<file path="config.mk">
export PLATFORM = sky130hd
export DESIGN_NAME = alu_issue_wb
export DESIGN_NICKNAME = d
export VERILOG_FILES = /design/src/rtl/alu_issue_wb.sv
export SDC_FILE = /design/constraint.sdc
export NUM_CORES = 1
export LEC_CHECK = 0
export CAP_MARGIN = 0
export CELL_PAD_IN_SITES_DETAIL_PLACEMENT = 0
export CELL_PAD_IN_SITES_GLOBAL_PLACEMENT = 2
export CORE_ASPECT_RATIO = 1.2
export CORE_MARGIN = 1.5
export CORE_UTILIZATION = 47
export DETAILED_ROUTE_END_ITERATION = 7
export PLACE_DENSITY = 0.95
export SYNTH_ARGS = -nofsm -noshare
export SYNTH_HDL_FRONTEND = slang
export SYNTH_SLANG_ARGS = --single-unit
</file>
<file path="constraint.sdc">
create_clock -name clk -period 54.5 [get_ports clk]
set_input_delay 13.625 -clock clk [delete_from_list [all_inputs] [get_ports clk]]
set_output_delay 13.625 -clock clk [all_outputs]
set_load 0.1 [all_outputs]
</file>
<file path="src/rtl/alu_issue_wb.sv">
`timescale 1ns/1ps
// alu_issue_wb: execute-stage wrapper around a combinational ALU.
// Accepts one decoded data-processing instruction per cycle, reads operands
// from a 16x32 register file (with r15 reading as pc+8 and forwarding from EX),
// holds them in a registered EX stage that drives the ALU, evaluates the ARM
// condition field against NZCV and writes the result/flags back at the end of
// the EX cycle.
// Ports:
//   clk, reset                 clock, asynchronous active-high reset
//   in_valid/in_ready, hold    issue handshake; hold freezes EX, regfile, flags
//   in_cond .. in_pc           decoded instruction fields
//   alu_src1/src2/ctrl_cmd     operands and command to the ALU (from EX register)
//   alu_flags                  current NZCV to the ALU
//   alu_result, alu_new_flags  ALU outputs
//   flags                      architectural NZCV
//   retire_valid, retire_exec  one-cycle retire pulse and its condition result
//   dbg_addr, dbg_data         combinational register-file read port
module alu_issue_wb #(
  parameter int unsigned NREGS = 16
) (
  input  logic        clk,
  input  logic        reset,
  input  logic        in_valid,
  output logic        in_ready,
  input  logic        hold,
  input  logic [3:0]  in_cond,
  input  logic [7:0]  in_ctrl_cmd,
  input  logic [3:0]  in_rn,
  input  logic [3:0]  in_rm,
  input  logic [3:0]  in_rd,
  input  logic [31:0] in_imm,
  input  logic        in_use_imm,
  input  logic        in_wr_en,
  input  logic        in_set_flags,
  input  logic [31:0] in_pc,
  output logic [31:0] alu_src1,
  output logic [31:0] alu_src2,
  output logic [7:0]  alu_ctrl_cmd,
  output logic [3:0]  alu_flags,
  input  logic [31:0] alu_result,
  input  logic [3:0]  alu_new_flags,
  output logic [3:0]  flags,
  output logic        retire_valid,
  output logic        retire_exec,
  input  logic [3:0]  dbg_addr,
  output logic [31:0] dbg_data
);

  logic [31:0] regs_q [NREGS];
  logic [3:0]  flags_q;

  logic        ex_valid_q;
  logic [31:0] ex_src1_q, ex_src2_q;
  logic [7:0]  ex_ctrl_cmd_q;
  logic [3:0]  ex_cond_q, ex_rd_q;
  logic        ex_wr_en_q, ex_set_flags_q;

  logic        retire_valid_q, retire_exec_q;

  logic        accept, cond_pass, wb_en, fwd_ok;
  logic [31:0] rn_val, rm_val;
  logic        n_f, z_f, c_f, v_f;

  assign accept = in_valid & ~hold;
  assign {n_f, z_f, c_f, v_f} = flags_q;

  always_comb begin
    cond_pass = 1'b0;
    case (ex_cond_q)
      4'b0000: cond_pass = z_f;
      4'b0001: cond_pass = ~z_f;
      4'b0010: cond_pass = c_f;
      4'b0011: cond_pass = ~c_f;
      4'b0100: cond_pass = n_f;
      4'b0101: cond_pass = ~n_f;
      4'b0110: cond_pass = v_f;
      4'b0111: cond_pass = ~v_f;
      4'b1000: cond_pass = c_f & ~z_f;
      4'b1001: cond_pass = ~c_f | z_f;
      4'b1010: cond_pass = (n_f == v_f);
      4'b1011: cond_pass = (n_f != v_f);
      4'b1100: cond_pass = ~z_f & (n_f == v_f);
      4'b1101: cond_pass = z_f | (n_f != v_f);
      4'b1110: cond_pass = 1'b1;
      default: cond_pass = 1'b0;
    endcase
  end

  assign wb_en  = ex_valid_q & ~hold & cond_pass;
  // The EX instruction's result is what the file will hold after this edge.
  assign fwd_ok = ex_valid_q & ex_wr_en_q & cond_pass & (ex_rd_q != 4'd15);

  always_comb begin
    rn_val = regs_q[in_rn];
    if (in_rn == 4'd15) begin
      rn_val = in_pc + 32'd8;
    end else if (fwd_ok && (in_rn == ex_rd_q)) begin
      rn_val = alu_result;
    end
  end

  always_comb begin
    rm_val = regs_q[in_rm];
    if (in_rm == 4'd15) begin
      rm_val = in_pc + 32'd8;
    end else if (fwd_ok && (in_rm == ex_rd_q)) begin
      rm_val = alu_result;
    end
  end

  always_ff @(posedge clk or posedge reset) begin
    if (reset) begin
      for (int i = 0; i < NREGS; i++) begin
        regs_q[i] <= 32'd0;
      end
      flags_q        <= 4'd0;
      ex_valid_q     <= 1'b0;
      ex_src1_q      <= 32'd0;
      ex_src2_q      <= 32'd0;
      ex_ctrl_cmd_q  <= 8'd0;
      ex_cond_q      <= 4'd0;
      ex_rd_q        <= 4'd0;
      ex_wr_en_q     <= 1'b0;
      ex_set_flags_q <= 1'b0;
      retire_valid_q <= 1'b0;
      retire_exec_q  <= 1'b0;
    end else begin
      if (wb_en && ex_wr_en_q && (ex_rd_q != 4'd15)) begin
        regs_q[ex_rd_q] <= alu_result;
      end
      if (wb_en && ex_set_flags_q) begin
        flags_q <= alu_new_flags;
      end
      if (accept) begin
        ex_valid_q     <= 1'b1;
        ex_src1_q      <= rn_val;
        ex_src2_q      <= in_use_imm ? in_imm : rm_val;
        ex_ctrl_cmd_q  <= in_ctrl_cmd;
        ex_cond_q      <= in_cond;
        ex_rd_q        <= in_rd;
        ex_wr_en_q     <= in_wr_en;
        ex_set_flags_q <= in_set_flags;
      end else if (!hold) begin
        ex_valid_q <= 1'b0;
      end
      retire_valid_q <= ex_valid_q & ~hold;
      retire_exec_q  <= ex_valid_q & ~hold & cond_pass;
    end
  end

  assign in_ready     = ~hold;
  assign alu_src1     = ex_src1_q;
  assign alu_src2     = ex_src2_q;
  assign alu_ctrl_cmd = ex_ctrl_cmd_q;
  assign alu_flags    = flags_q;
  assign flags        = flags_q;
  assign retire_valid = retire_valid_q;
  assign retire_exec  = retire_exec_q;
  assign dbg_data     = regs_q[dbg_addr];

endmodule
</file>
==> flow_metrics.py <==
metrics = {
    "placed_design": {
        "port-buffer-count": 249,
        "gp_congestion": 0.895,
        "dpl.cell_count": 3634,
        "dp_hpwl_um": 66700,
    },
    "timing": {
        "setup_viol": 0,
        "maxSlewViolCount": 0,
        "fmax_mhz": 32.3,
        "finalCritPeriodShare_pct": 56.9,
        "fin_setup_tns_ns": 0,
        "worst_slew_pin_slew_ns": 1.25,
        "hold_slack_ns": 0.413,
        "min_period_ns": 31.00,
        "hold_viol": 0,
        "relSlewSlack_pct": 16.2,
        "fin_skew_ns": 0.0242,
        "rsz0062_at_grt": "false",
    },
    "die": {
        "core_area_um2": 77500,
        "rows": 112,
        "die-area_um2": 79800,
        "chipWidth_um": 258,
        "num_io_pins": 250,
        "die_h_um": 309,
        "initial_core_util_pct": 47.4,
    },
    "drt": {
        "antenna_left": 0,
        "drtIter0Drc": 2513,
        "drtPass1Iterations": 5,
        "wl_um": 111000,
        "avgViaCountPerCell": 6.72,
        "drc": 0,
        "wl_per_cell_um": 29.6,
        "via_count": 25141,
    },
    "yosys": {
        "synthArstFlopShare_pct": 100,
        "synthAdderAreaFrac_pct": 0.0341,
        "ys.flop_type": "dfrtp_1",
        "synth-edff-count": 0,
        "yosysSeqAreaShare_pct": 41.0,
        "synth_compound_area_share_pct": 5.16,
        "syn_area_um2": 36700,
        "synth_top_family_by_area": "multiplexers",
        "synth-seq-cells": 601,
        "syn_area_per_cell_um2": 14.0,
        "synthMuxAreaShare_pct": 44.1,
        "syn_nets": 2759,
        "synth_xor_area_share_pct": 0.907,
        "synth_cells": 2623,
        "synthSimpleGateAreaFrac_pct": 4.80,
        "yosysWarningCount": 0,
        "yosysUniqueCellTypes": 52,
    },
    "flow_run": {
        "max_cap_viol_count": 0,
    },
    "clocking": {
        "clk_latency_ns": 0.66,
        "cts_root_buffer": "clkbuf_16",
        "cts_tree": "yes",
        "ctsHoldBuffers": 0,
        "cts_buffers": 59,
        "clk_pin_slew_ns": 0.06,
        "postCtsResizedCells": 0,
        "post-cts-setup-buffers": 0,
        "cts.sinks": 601,
        "clockBufferDepth": 3,
        "htree_levels": 2,
    },
    "global_route": {
        "grt_usage_pct": 27.8,
        "grt_pass1_wl_um": 167000,
        "grtUsageMet3_pct": 6.85,
        "grt_busiest_layer": "met2",
        "antenna_found_initial": 2,
        "grtUsageMet1_pct": 36.1,
        "grtUsageMet2_pct": 45.7,
        "grt_overflow": 0,
        "grt_pass1_vias": 25992,
        "grt_max_degree": 143,
    },
    "critical_path": {
        "start_kind": "input port",
        "cp.arrival_ns": 17.38,
        "worst-r2r-setup-slack_ns": 50.42,
        "r2r_cells": 7,
        "endpoint_kind": "primary output",
        "crit_type": "input port to primary output",
        "critical_path_required_ns": 40.88,
        "critical_path.max_fanout": 68,
    },
    "power": {
        "vdd_ir_drop_max_v": 0.0000303,
        "p_leak_nw": 18.3,
        "powerDensity_nw_per_um2": 33.0,
    },
    "cells_and_area": {
        "fin_cells": 3743,
        "layout-drive-gt1-share_pct": 40.5,
        "area_delta_synth_final_pct": 12.8,
        "nNetsFinal": 2805,
    },
    "min_path": {
        "min_path_type": "flop to flop",
        "holdPathStages": 0,
    },
    "run_status": {
        "status": "complete, no violations",
    },
}
state kept, by name, indices dropped and copies added, names as in the netlist:
name,cells
ex_cond_q,4
alu_src2,32
alu_ctrl_cmd,8
ex_set_flags_q,1
retire_valid,1
alu_src1,32
retire_exec,1
ex_valid_q,1
ex_wr_en_q,1
alu_flags,4
ex_rd_q,4
regs_q,512
final timing paths:
check | start | end
setup / recovery | dbg_addr[1] | dbg_data[18]
hold / removal | regs_q[24] | regs_q[24]
setup reg to reg | ex_cond_q[2] | regs_q[266]
hold reg to reg | regs_q[24] | regs_q[24]
max in group asynchronous | reset | regs_q[327]
min in group asynchronous | reset | regs_q[152]
layout make-up:
type | count | area (µm²)
Inverter | 10 | 45.0
Clock buffer | 82 | 1640
Multi-Input combinational cell | 1708 | 20300
Antenna cell | 1 | 2.50
Timing Repair Buffer | 289 | 2780
Tap cell | 1026 | 1280
Sequential cell | 601 | 15000
Fill cell | 6253 | 36100
Clock inverter | 26 | 288
through the flow:
stage	setup slack (ns)	instance area (µm²)	power (mW)	utilization [%]
final	23.50	41400	1.36	53.4
after global routing	23.44	41400	1.41	53.4
after CTS	23.56	41400	1.37	53.4
after detailed placement	23.58	39400	0.948	50.9
after global placement	23.67	39400	0.935	50.9
after floorplan	24.05	36700	0.845	-
layout by cell type, fill, tap and decap left out, drive strengths merged, types with 19 or more instances in the layout:
| cell type | n |
|---|---|
| a211oi | 33 |
| a21oi | 51 |
| a31oi | 34 |
| and3 | 19 |
| buf | 51 |
| clkbuf | 84 |
| clkdlybuf4s50 | 236 |
| clkinv | 19 |
| dfrtp | 601 |
| mux2 | 545 |
| mux2i | 119 |
| mux4 | 387 |
| nand2 | 163 |
| nand3 | 22 |
| nor2 | 43 |
| nor2b | 34 |
| o21ai | 39 |
| o221ai | 62 |
| xnor2 | 19 |
| xor2 | 19 |
worst max-delay path: stages:
cell and delay, ns:
buf_4 0.71, buf_4 0.95, mux4_2 0.43, mux4_2 0.48
clkdlybuf4s50_1 1.09
where the power goes:
part / switching, mW / internal (mW)
sequential: 0.0581 / 0.502
combinational: 0.221 / 0.162
clock: 0.182 / 0.238
Yosys cell counts (20+ instances only):
cell type / count / area share, %
buf_1: 20 / 0.20
mux4_2: 387 / 24
buf_6: 25 / 0.77
nor2_1: 43 / 0.44
nand2_1: 163 / 1.7
clkbuf_1: 190 / 1.9
o21ai_0: 39 / 0.53
a31oi_1: 34 / 0.58
mux2i_1: 119 / 3.2
o221ai_1: 62 / 1.5
a21oi_1: 51 / 0.70
a211oi_1: 33 / 0.68
buf_2: 62 / 0.85
mux2_2: 510 / 16
dfrtp_1: 601 / 41
mux2_4: 35 / 1.4
nor2b_1: 34 / 0.58
logic make-up after synthesis:
logic type      after synthesis
mux                        1051
xor+xnor                     38
flops                       601
simple gates                345
buf+inv                     314
compound gates              273
fa+ha+maj                     1
routing by layer:
metal  share of wire (%)  vias up
met4                 3.0        2
met5               0.011        -
met2                  49     1314
met1                  38    13308
li1                    -    10309
met3                 9.7      208
No activity file was read; power rests on OpenSTA's default activity.
